### src/rtl/riscv_pkg.sv
// Shared RV32 core types: data width, default boot address and the
// fetch-path entry and state encodings.
package riscv_pkg;

   localparam int XLEN = 32;
   localparam logic [XLEN-1:0] RESET_PC_DEFAULT = 32'h0000_0000;

   typedef struct packed {
      logic [XLEN-1:0] pc;
      logic [XLEN-1:0] instr;
   } fetch_entry_t;

   typedef enum logic {
      FETCH = 1'b0,
      FULL  = 1'b1
   } fetch_state_t;

endpackage

### src/rtl/fetch_fifo.sv
// Prefetch FIFO holding {pc, instr} pairs in a register array.
// A flush empties it in one cycle and overrides push and pop.
module fetch_fifo
   import riscv_pkg::*;
#(
   parameter int DEPTH = 4
) (
   input  logic                     clk,
   input  logic                     reset_n,
   input  logic                     push,
   input  logic                     pop,
   input  logic                     flush,
   input  fetch_entry_t             wdata,
   output fetch_entry_t             rdata,
   output logic                     full,
   output logic                     empty,
   output logic [$clog2(DEPTH):0]   count
);

   localparam int AW = $clog2(DEPTH);

   fetch_entry_t   mem [DEPTH];
   logic [AW-1:0]  head;
   logic [AW-1:0]  tail;

   // Storage needs no reset: an entry is only read after it has been written.
   always_ff @(posedge clk) begin
      if (push && !flush) begin
         mem[tail] <= wdata;
      end
   end

   always_ff @(posedge clk or negedge reset_n) begin
      if (!reset_n) begin
         head  <= '0;
         tail  <= '0;
         count <= '0;
      end else if (flush) begin
         head  <= '0;
         tail  <= '0;
         count <= '0;
      end else begin
         if (push) begin
            tail <= tail + AW'(1);
         end
         if (pop) begin
            head <= head + AW'(1);
         end
         case ({push, pop})
            2'b10:   count <= count + (AW+1)'(1);
            2'b01:   count <= count - (AW+1)'(1);
            default: count <= count;
         endcase
      end
   end

   assign rdata = mem[head];
   assign full  = (count == (AW+1)'(DEPTH));
   assign empty = (count == '0);

endmodule

### src/rtl/fetch_unit.sv
// Instruction fetch front-end: sequential PC generation, prefetch buffering
// of variable-latency ROM words, and EX redirect handling.
//
// Handshakes: decode takes the head entry in any cycle where f_valid && f_ready
// are both high, except in a redirect cycle, where that transfer is void. The
// ROM word is taken in any cycle where i_data_valid is high, no redirect is
// present and there is room (not FULL, or a pop in the same cycle).
module fetch_unit
   import riscv_pkg::*;
#(
   parameter int          DEPTH    = 4,
   parameter logic [31:0] RESET_PC = RESET_PC_DEFAULT
) (
   input  logic        clk,
   input  logic        reset_n,
   output logic [31:0] i_address,
   input  logic [31:0] i_data_read,
   input  logic        i_data_valid,
   input  logic        redirect_valid,
   input  logic [31:0] redirect_pc,
   output logic        f_valid,
   input  logic        f_ready,
   output logic [31:0] f_instr,
   output logic [31:0] f_pc,
   output logic        f_misaligned,
   output logic        state_dbg
);

   localparam int CW = $clog2(DEPTH) + 1;

   fetch_state_t   state;
   logic [31:0]    fpc;
   logic           push;
   logic           pop;
   logic           fifo_full;
   logic           fifo_empty;
   logic [CW-1:0]  count;
   fetch_entry_t   wdata;
   fetch_entry_t   rdata;

   assign f_valid = !fifo_empty;
   assign pop     = f_valid && f_ready && !redirect_valid;
   assign push    = i_data_valid && !redirect_valid && ((state == FETCH) || pop);

   assign wdata.pc    = fpc;
   assign wdata.instr = i_data_read;

   fetch_fifo #(
      .DEPTH (DEPTH)
   ) u_fifo (
      .clk     (clk),
      .reset_n (reset_n),
      .push    (push),
      .pop     (pop),
      .flush   (redirect_valid),
      .wdata   (wdata),
      .rdata   (rdata),
      .full    (fifo_full),
      .empty   (fifo_empty),
      .count   (count)
   );

   // FULL tracks count == DEPTH exactly; a pop paired with a push keeps it FULL.
   always_ff @(posedge clk or negedge reset_n) begin
      if (!reset_n) begin
         state        <= FETCH;
         fpc          <= RESET_PC;
         f_misaligned <= 1'b0;
      end else if (redirect_valid) begin
         state        <= FETCH;
         fpc          <= {redirect_pc[31:2], 2'b00};
         f_misaligned <= (redirect_pc[1:0] != 2'b00);
      end else begin
         f_misaligned <= 1'b0;
         if (push) begin
            fpc <= fpc + 32'd4;
         end
         case (state)
            FETCH: if (push && !pop && count == CW'(DEPTH - 1)) state <= FULL;
            FULL:  if (pop && !push) state <= FETCH;
            default: state <= FETCH;
         endcase
      end
   end

   assign i_address = fpc;
   assign f_instr   = f_valid ? rdata.instr : 32'h0;
   assign f_pc      = f_valid ? rdata.pc : 32'h0;
   assign state_dbg = (state == FULL);

   logic unused_full;
   assign unused_full = fifo_full;

endmodule

### config.mk
export PLATFORM = sky130hd
export DESIGN_NAME = fetch_unit
export DESIGN_NICKNAME = d
export VERILOG_FILES = /design/src/rtl/riscv_pkg.sv /design/src/rtl/fetch_fifo.sv /design/src/rtl/fetch_unit.sv
export SDC_FILE = /design/constraint.sdc
export NUM_CORES = 1
export LEC_CHECK = 0
export CORE_ASPECT_RATIO = 1.5
export CORE_MARGIN = 4
export CORE_UTILIZATION = 30
export DETAILED_ROUTE_END_ITERATION = 12
export HOLD_SLACK_MARGIN = 0.08
export SLEW_MARGIN = 20
export SYNTH_ARGS = -nofsm -noshare
export SYNTH_HDL_FRONTEND = slang
export SYNTH_SLANG_ARGS = --single-unit
### constraint.sdc
create_clock -name clk -period 5.4 [get_ports clk]
set_input_delay 1.08 -clock clk [delete_from_list [all_inputs] [get_ports clk]]
set_output_delay 1.08 -clock clk [all_outputs]
set_load 0.03 [all_outputs]
# == After elaboration in Yosys (flattened, before gate mapping) ==
# Memories as Yosys holds them, arrays and structs flattened.
# Cells that the tools add are included.
# op_classes
bitwise_logic,1
n_reduce_logical,18
n_mux,17
add_sub_neg,5
n_eq_ne,3
# ops
op,count
$mux W32,4
$add A32 B3 Y32 const B,1
$logic_and A1 B1 Y1,8
$mux W2,4
$mux W1,6
$pmux W3 S2,1
$reduce_bool A2 Y1,3
$add A2 B1 Y2 const B,2
$logic_not A1 Y1,4
$add A3 B1 Y3 const B,1
$eq A3 B2 Y1 const B,1
$logic_not A3 Y1,1
$mux W3,1
$reduce_bool A3 Y1,1
$sub A3 B1 Y3 const B,1
$eq A2 B1 Y1 const B,1
$eq A2 B2 Y1 const B,1
$pmux W1 S2,1
$logic_or A1 B1 Y1,1
$not A1 Y1,1
# totals
output_inout_bits,99
register_bits,41
ramBits,256
n_memories,1
wordCells,51
# mem_list
memory,words,word_bits,read_ports,rd_ports_with_merged_regs,write_ports,line,text
u_fifo.mem,4,64,1,0,1,fetch_fifo.sv:22,fetch_entry_t mem [DEPTH];

# == Depth between registers and ports, before layout ==
# logic_depth
ltp_word,11
ltp_mapped,9
ltp_nobuf,8

# == Cells and area by module ==
# A second synthesis with hierarchy kept.
# unflattened
hier_cells,675
hier_area_um2,12054.1
# modules_own_cells
module,area_each_um2,cells_per_inst,n_inst
fetch_fifo,9669.3,377,1
fetch_unit,2384.8,298,1

# == Least setup slack after synthesis ==
# No wires, ideal clock.
# synth_timing
kind,input to register
startpoint,input f_ready
endpoint,"memory u_fifo.mem[0][0] (netlist bit), enable pin"
path_stages,4
path_slack_ps,1846
t_arrival_ps,3127
setup_ps,427
n_path_buf,0
cell_sequence,o31a_1 -> o21ai_0 -> nor2_1 -> and2_1
# synth_via
elab_chain_cells,7
# synth_rtl
item,line,text
"start, declared",fetch_unit.sv:22,"input logic f_ready,"
$logic_and A1 B1 Y1 (2 in a row),fetch_unit.sv:42,assign pop = f_valid && f_ready && !redirect_valid;
$logic_or A1 B1 Y1,fetch_unit.sv:43,assign push = i_data_valid && !redirect_valid && ((state == FETCH) || pop);
$logic_and A1 B1 Y1,fetch_unit.sv:43,
$logic_and A1 B1 Y1,fetch_fifo.sv:28,if (push && !flush) begin
$mux W1,fetch_fifo.sv:28,
$mux W1 (not written as such),fetch_fifo.sv:29,mem[tail] <= wdata;
"end, declared",fetch_fifo.sv:22,
# No other way between the ends.

# == Final worst setup path ==
# layout_timing
startpoint,register u_fifo.head[0]
endpoint,output f_pc[24]
# layout_via
elab_chain_cells,2
# layout_rtl
item,line,text
"start, declared",fetch_fifo.sv:23,logic [AW-1:0] head;
"start signal, assigned",fetch_fifo.sv:47,head <= head + AW'(1);
$mem_v2 Z4 W64,--,
$mux W32,fetch_unit.sv:88,assign f_pc = f_valid ? rdata.pc : 32'h0;
"end, declared",fetch_unit.sv:24,"output logic [31:0] f_pc,"
# No other way between the ends.

==> run_results.csv <==
group,metric,value,unit
worst_setup_path,required,4.32,ns
sta,drv_slew,0,
placement,port-buffer-count,163,
die,io_pins,168,
drt,post_drt_via_cell_ratio,4.71,
clocking,cts.sinks,287,
grt,grt_usage,12.5,%
layout,fillers,3530,
power_and_ir_drop,ir_worst_vdd,0.238,mV
sta,clock.fmax,241,MHz
clocking,cts_tree,"built",
synthesis,syn_inst,642,
die,die_h,249,um
sta,fin_crit_sh,76.7,%
die,rows,87,
clocking,clkLatencyLatePin,0.54,ns
power_and_ir_drop,leakagePower,0.00470,uW
sta,worst_pin_slew,1.06,ns
synthesis,synth-seq-area-share,72.8,%
synthesis,synth_top_family_by_area,"multiplexers",
clocking,cts_root_buffer,"clkbuf_16",
clocking,postCtsSetupBuffers,0,
synthesis,synthSimpleGateAreaFrac,7.86,%
layout,final_cell_mix,"edfxtp_1 (248), clkdlybuf4s50_1 (161), mux4_2 (62), and2_1 (62), nand2_1 (44)",
die,die_width,168,um
power_and_ir_drop,power_density,483,nW/um^2
drt,drtIter0Drc,282,
grt,grt_max_degree,68,
synthesis,yosys.area.top_type,"edfxtp_1",
sta,final.min_clock_period,4.14,ns
worst_setup_path,crit_type,"reg -> out",
layout,finalInstanceArea,14700,um^2
drt,final_antenna_net_count,0,
sta,tns,0,ns
worst_setup_path,critPathMaxFanout,23,
synthesis,synthAdderAreaFrac,0.713,%
placement,gp_congestion,0.773,
layout,areaGrowthSynthToFinish,26.6,%
synthesis,synth_top_area_share,64.3,%
worst_setup_path,worst_setup_path_end_kind,"primary output",
synthesis,synthArstFlopShare,13.6,%
grt,grt_antenna_before_repair,1,
layout,multi_input_area,3010,um^2
sta,hold_viol,0,
clocking,clockBufferDepth,3,
sta,relSlewSlack,29.6,%
worst_setup_path,cp_num_buf_inv,2,
synthesis,synth-compound-area-share,2.19,%
synthesis,ys_warn_count,0,
die,core_area,37900,um^2
clocking,cts_hold_repair.buffers,0,
grt,grt_pass1_wl,40600,um
layout,drive_gt1_share,15.1,%
placement,dp_cells,1268,
synthesis,ys.flop_type,"edfxtp_1",
layout,n_antenna_cell,0,
synthesis,synth_cell_types,41,
min_path,worst_hold_path_type,"reg -> reg",
clocking,cts_made_buffers,27,
grt,grt_pass1_vias,6712,
drt,vias,6211,
layout,final_common_cell,"edfxtp_1",
sta,setup_viol,0,
synthesis,ys_ff_latch,287,
synthesis,avgSynthCellArea,18.0,um^2
layout,regArea,8430,um^2
layout,layout.nets,883,
worst_setup_path,cpPeakStageDelay,0.65,ns
layout,instances_no_fill,1318,
drt,wl_per_cell,20.1,um
synthesis,synth_edf_count,248,
status,outcome,"finished clean",
drt,firstDrtPassIters,4,
clocking,cts_htree_levels,1,
sta,rsz0062_at_grt,"false",
die,die-area,41900,um^2
worst_setup_path,crit_family,"buffers and inverters",
synthesis,netlist_top_cells_area,"edfxtp_1 (64%), mux4_2 (12%), dfrtp_1 (8.4%), and2_1 (3.6%), nand2_1 (1.4%)",
flow_run,cap_violations,0,
worst_setup_path,critPathSlowestCell,"dfrtp_4",
sta,finalClockSkew,0.0146,ns
drt,routed_wl,26500,um
clocking,clk_pin_slew,0.06,ns
grt,grt_overflow_total,0,
drt,post-route-drc-count,0,
placement,pre_cts_slack,1.67,ns
synthesis,synth_mux_area_share,12.5,%
worst_setup_path,arrival,3.06,ns
worst_setup_path,worstSetupStartpointType,"register",
worst_setup_path,path_cells,"buf_4, mux4_2, and2_1, clkdlybuf4s50_1",
sta,postLayoutSetupSlackWorst,1.26,ns
clocking,cts.repair.resized,0,
synthesis,synth-xor-area-share,2.50,%
synthesis,syn_area,11600,um^2
placement,post_dp_cell_area,13700,um^2
die,initial_utilization,30.6,%
placement,place_hpwl,16300,um
[where the power goes]
part / switching, uW / internal (uW) / leakage [uW]
Clock: 821 / 1160 / 0.000442
Combinational: 1310 / 1100 / 0.00152
Sequential: 171 / 2530 / 0.00274
[cells in the mapped netlist (all sizes together) (12+ instances only)]
cell and number:
and2 66, buf 12, clkbuf 21, dfrtp 39
edfxtp 248, mux4 62, nand2 44, nand4 13
nor2 13, o21ai 29, xnor2 16, xor2 17
[tightest hold or removal path: cells and delay by family (launching register included)]
family	cells	cell delay, ns
flops	1	0.41
simple gates	1	0.07
compound gates	1	0.06
[final cells by class]
cell class                      instances  area share, %
Timing Repair Buffer                  167           11.4
Clock inverter                         21           1.65
Inverter                                5          0.128
Multi-Input combinational cell        320           20.5
Clock buffer                           29           4.66
Sequential cell                       287           57.5
Tap cell                              489           4.17
[state kept, by name, summed over array words and instances, names as in the netlist]
name,cells
u_fifo.mem,248
i_address,30
u_fifo.count,3
u_fifo.head,2
u_fifo.tail,2
f_misaligned,1
state_dbg,1
[per-stage QoR]
stage	util, %	hold slack, ns	power, uW
after global placement	36.3	0.558	5210
after floorplan	-	0.543	4210
after detailed placement	36.3	0.582	5230
after global routing	38.7	0.639	7420
after CTS	38.7	0.592	7220
final	38.7	0.586	7090
[final timing paths]
check                                       to            from  slack (ns)  depth (start not counted)
worst max-delay path                  f_pc[24]  u_fifo.head[0]        1.26                          4
worst min-delay path            u_fifo.tail[1]  u_fifo.tail[1]        0.59                          2
worst max register to register   i_address[31]   i_address[10]        2.76                          5
worst min register to register  u_fifo.tail[1]  u_fifo.tail[1]        0.59                          2
max in group asynchronous       u_fifo.head[0]         reset_n        4.01                          1
min in group asynchronous        i_address[14]         reset_n        0.69                          1
[layer usage]
metal	up-vias	global-route usage, %	wire length [um]	share of wire, %
li1	2814	-	-	-
met1	3182	15.2	10500	40
met2	173	22.8	14100	53
met3	42	1.81	1190	4.5
met4	0	4.01	687	2.6
met5	-	0	0	0
[kinds of logic after synthesis]
| family | Yosys count |
|---|---|
| buffers and inverters | 38 |
| xor gates and xnor gates | 33 |
| and+or+nand+nor | 168 |
| adders and majority gates | 6 |
| AOI/OAI and AO/OA | 42 |
| muxes | 67 |
| other | 1 |
| DFF | 287 |
Note: power is estimated with default switching activity, not from simulation.
